File: src/rtl/chunked_adder.sv
// Multi-cycle WIDTH-bit adder: CHUNK bits per clock, LSB chunk first, registered carry chain.
// Define SUB_EN to add the sub port (a - b via inverted B and forced carry-in).
module chunked_adder #(
    parameter int unsigned WIDTH = 20,
    parameter int unsigned CHUNK = 4
) (
    input  logic             clk,
    input  logic             rst_n,
    input  logic             start,
    input  logic [WIDTH-1:0] a,
    input  logic [WIDTH-1:0] b,
    input  logic             cin,
`ifdef SUB_EN
    input  logic             sub,
`endif
    output logic [WIDTH-1:0] sum,
    output logic             cout,
    output logic             busy,
    output logic             done
);

    localparam int unsigned NCHUNK   = (CHUNK == 0) ? 1 : WIDTH / CHUNK;
    localparam int unsigned IDX_W    = (NCHUNK > 1) ? $clog2(NCHUNK) : 1;
    localparam int unsigned SAFE_DIV = (CHUNK == 0) ? 1 : CHUNK;
    localparam logic [IDX_W-1:0] LAST_IDX   = IDX_W'(NCHUNK - 1);
    localparam logic [WIDTH-1:0] CHUNK_MASK = WIDTH'({CHUNK{1'b1}});

    // Reject configurations where the operand does not split into whole chunks
    generate
        if ((CHUNK == 0) || ((WIDTH % SAFE_DIV) != 0)) begin : g_cfg_err
            $error("chunked_adder: WIDTH must be a nonzero multiple of CHUNK");
        end
    endgenerate

    typedef enum logic [1:0] {
        S_IDLE = 2'd0,
        S_RUN  = 2'd1,
        S_DONE = 2'd2
    } state_t;

    state_t           state, state_d;
    logic             accept_c, last_c, sub_c;
    logic [IDX_W-1:0] idx;
    logic             carry;
    logic [WIDTH-1:0] op_a, op_b;
    int unsigned      shift_c;
    logic [CHUNK-1:0] a_chunk_c, b_chunk_c;
    logic [CHUNK:0]   chunk_sum_c;

`ifdef SUB_EN
    assign sub_c = sub;
`else
    assign sub_c = 1'b0;
`endif

    // State register plus registered status outputs
    always_ff @(posedge clk or negedge rst_n) begin
        if (!rst_n) begin
            state <= S_IDLE;
            busy  <= 1'b0;
            done  <= 1'b0;
        end else begin
            state <= state_d;
            busy  <= (state_d == S_RUN);
            done  <= (state_d == S_DONE);
        end
    end

    // Next-state logic; start is only honoured outside RUN
    always_comb begin
        state_d  = state;
        accept_c = 1'b0;
        last_c   = (idx == LAST_IDX);
        case (state)
            S_IDLE, S_DONE: begin
                if (start) begin
                    accept_c = 1'b1;
                    state_d  = S_RUN;
                end else begin
                    state_d  = S_IDLE;
                end
            end
            S_RUN: begin
                if (last_c) begin
                    state_d = S_DONE;
                end
            end
            default: state_d = S_IDLE;
        endcase
    end

    // Current chunk slice and its add
    assign shift_c     = 32'(idx) * CHUNK;
    assign a_chunk_c   = CHUNK'(op_a >> shift_c);
    assign b_chunk_c   = CHUNK'(op_b >> shift_c);
    assign chunk_sum_c = {1'b0, a_chunk_c} + {1'b0, b_chunk_c} + (CHUNK + 1)'(carry);

    // Operand latch and chunk-serial datapath
    always_ff @(posedge clk or negedge rst_n) begin
        if (!rst_n) begin
            op_a  <= '0;
            op_b  <= '0;
            carry <= 1'b0;
            idx   <= '0;
            sum   <= '0;
            cout  <= 1'b0;
        end else if (accept_c) begin
            op_a  <= a;
            op_b  <= sub_c ? ~b : b;
            carry <= sub_c | cin;
            idx   <= '0;
        end else if (state == S_RUN) begin
            sum   <= (sum & ~(CHUNK_MASK << shift_c))
                   | (WIDTH'(chunk_sum_c[CHUNK-1:0]) << shift_c);
            carry <= chunk_sum_c[CHUNK];
            if (last_c) begin
                cout <= chunk_sum_c[CHUNK];
            end else begin
                idx  <= idx + IDX_W'(1);
            end
        end
    end

endmodule
File: config.mk
export PLATFORM = sky130hd
export DESIGN_NAME = chunked_adder
export DESIGN_NICKNAME = d
export VERILOG_FILES = /design/src/rtl/chunked_adder.sv
export SDC_FILE = /design/constraint.sdc
export NUM_CORES = 1
export LEC_CHECK = 0
export CAP_MARGIN = 20
export CORE_ASPECT_RATIO = 1.25
export CORE_MARGIN = 2
export CORE_UTILIZATION = 55
export CTS_CLUSTER_DIAMETER = 150
export CTS_CLUSTER_SIZE = 8
export DETAILED_ROUTE_END_ITERATION = 8
export PLACE_DENSITY = 0.86
export SYNTH_ARGS = -nofsm -noshare
export SYNTH_HDL_FRONTEND = slang
export SYNTH_SLANG_ARGS = --single-unit
File: constraint.sdc
create_clock -name clk -period 6.4 [get_ports clk]
set_input_delay 0.64 -clock clk [delete_from_list [all_inputs] [get_ports clk]]
set_output_delay 0.64 -clock clk [all_outputs]
set_load 0.05 [all_outputs]
==> impl_metrics.toml <==
[sta]
timing.final.crit_share = 0.487
grt_setup_unrepaired = "false"
relSlewSlack = 0.453
finalHoldViolCount = 0
tightest_slew_ns = 0.820
clock_skew_ns = 0.00671
timing.fmax_mhz = 321
final.min_clock_period_ns = 3.12
setup_viol = 0
maxSlewViolCount = 0
setup_tns_ns = 0

[clock_network]
path_clk_slew_ns = 0.07
cts.sinks = 69
cts_buffers = 9
clk_latency_ns = 0.34
post_cts_buffers = 0
clock_path_buffers = 2
h-tree-depth = 3
cts_tree = "done"
cts_resized = 0
root_buffer = "clkbuf_8"
postCtsHoldBufs = 0

[floorplanning]
num_rows = 31
pin_count = 67
die_y_um = 89.2
start_util = 0.560
dieWidth_um = 72.1
dieArea_mm2 = 0.00643
core-area_mm2 = 0.00570

[critical_path]
r2r_slack_ns = 3.28
worstPathRequired_ns = 6.61
critPathLaunchType = "register"
worstPathArrival_ns = 3.33
critPathKind = "register to register"
path_max_fanout = 17
worstSetupStartpoint = "idx[0]"
reg2regPathDepth = 7
end_kind = "register"
regToRegEndpoint = "sum[10]"
reg2reg_from = "idx[0]"

[finish]
most-common-layout-cells = "138 x nand2_1, 69 x dfrtp_1, 65 x clkdlybuf4s50_1"
stdcell_count = 462
n_antenna_cell = 0
layout_commonest_cell = "nand2_1"
fin_nets = 445
area_growth_pct = 28.0
drive_gt1_frac = 0.0732

[power]
leakagePower_nw = 1.98
vdd.ir_drop.worst_mv = 0.255
power.density_mw_per_mm2 = 600

[global_routing]
grt-ovfl-total = 0
grt_pass1_wl_um = 11800
grt_max_degree = 70
antenna_found_initial = 0
groute.usage.overall = 0.244
first_global_vias = 2554

[drt]
avgViaCountPerCell = 5.65
avgRoutedWirePerCell_um = 15.5
drt_iter0_markers = 157
route.detailed.drc = 0
num_vias = 2608
drtPass1Iterations = 5
drt-total-wl_um = 7140
drtAntennaViolNets = 0

[logic_synthesis]
yosysTopAreaCellShare = 0.541
syn_inst = 329
synth.top_cells.by_area = "dfrtp_1 54%, nand2_1 16%, ha_1 3.1%, mux2_2 2.5%, a22o_1 2.2%"
yosysUniqueCellTypes = 35
ys_ff_latch = 69
synth_seq_area_share = 0.541
synth_area_leader_cell = "dfrtp_1"
avgSynthCellArea_um2 = 9.70
syn_area_mm2 = 0.00319
yosysWarnings = 0
synth.net_count = 383

[job]
maxCapViolCount = 0

[placement]
port_buffers = 66
hpwlAfterDp_um = 5180
place.gp.congestion = 0.897
dp.cells = 446

[outcome]
status = "finished, final reports clean"

[worst_hold_path]
hold_path_class = "primary input to asynchronous set/reset pin"
[synthesized netlist by cell type]
library cell / number
dfrtp_1: 69
o211ai_1: 3
fa_1: 2
a32o_1: 2
a21oi_1: 2
o22ai_1: 7
ha_1: 8
buf_2: 12
a21boi_0: 1
mux4_2: 1
nand2_1: 138
nand3_1: 9
o31ai_1: 6
mux2i_1: 7
buf_1: 1
nor2b_1: 3
xnor2_1: 1
and3_1: 4
nand4bb_1: 3
clkbuf_1: 3
nor3b_4: 1
buf_6: 1
a22oi_1: 7
buf_4: 1
nand2b_1: 2
nand4b_1: 1
a22o_1: 8
a21o_1: 1
and2_1: 1
and3b_1: 1
mux2_2: 7
nor2_1: 1
inv_1: 5
o21ai_0: 9
nand3b_1: 1
[per-layer routing]
layer | routed length, um | global-route usage | vias up | part of all wire
met5 | 0 | 0 | - | 0
met4 | 393 | 0.172 | 0 | 0.055
met3 | 362 | 0.0485 | 33 | 0.051
met2 | 3530 | 0.395 | 107 | 0.49
met1 | 2860 | 0.291 | 1235 | 0.40
li1 | - | - | 1233 | -
[final cells by class]
class | count | area [um2]
Clock inverter | 5 | 83.8
Tap cell | 66 | 82.6
Fill cell | 434 | 1620
Inverter | 5 | 18.8
Multi-Input combinational cell | 237 | 1350
Clock buffer | 11 | 141
Timing Repair Buffer | 69 | 678
Sequential cell | 69 | 1730
[registers in the layout, summed over array words and instances (netlist names)]
signal	flops
done	1
op_a	20
state	2
busy	1
cout	1
sum	20
carry	1
idx	3
op_b	20
[where the power goes]
| group | internal [W] | total [W] | switching [W] | leakage, nW |
|---|---|---|---|---|
| Clock | 0.000231 | 0.000395 | 0.000164 | 0.106 |
| Combinational | 0.000478 | 0.00124 | 0.000758 | 1.02 |
| Sequential | 0.000644 | 0.000822 | 0.000178 | 0.856 |
[kinds of logic after synthesis]
family / synth area share
buffers and inverters: 0.0353
xor gates and xnor gates: 0.00275
muxes: 0.0537
AOI/OAI and AO/OA: 0.102
DFF: 0.541
and+or+nand+nor: 0.222
adders and majority gates: 0.0439
[how the worst max path moves through the flow]
stage | cells after the start | to | slack (ns)
6_report | 7 | sum[10] | 3.28
5_1_grt | 7 | sum[10] | 3.00
2_1_floorplan | 9 | carry | 3.92
4_1_cts | 7 | sum[10] | 3.27
3_5_place_dp | 7 | sum[10] | 3.32
3_3_place_gp | 7 | sum[10] | 3.47
[stage by stage]
step           worst slack (ns)  area [um2]  hold WS (ns)  total power [W]  utilization
3_5_place_dp               3.32        3860         0.458          0.00206        0.677
3_3_place_gp               3.47        3860         0.457          0.00200        0.677
2_1_floorplan              3.92        3190         0.344          0.00168            -
6_report                   3.28        4090         0.472          0.00245        0.716
5_1_grt                    3.00        4090         0.497          0.00261        0.716
4_1_cts                    3.27        4090         0.477          0.00246        0.716
[critical path, stage by stage, from the launching register on]
cell,delay [ns]
dfrtp_1,0.81
inv_1,0.39
a22oi_1,0.26
o22ai_1,0.14
fa_1,0.48
fa_1,0.41
xnor2_1,0.34
o21ai_0,0.16
Power figures use the tool's default switching activity.
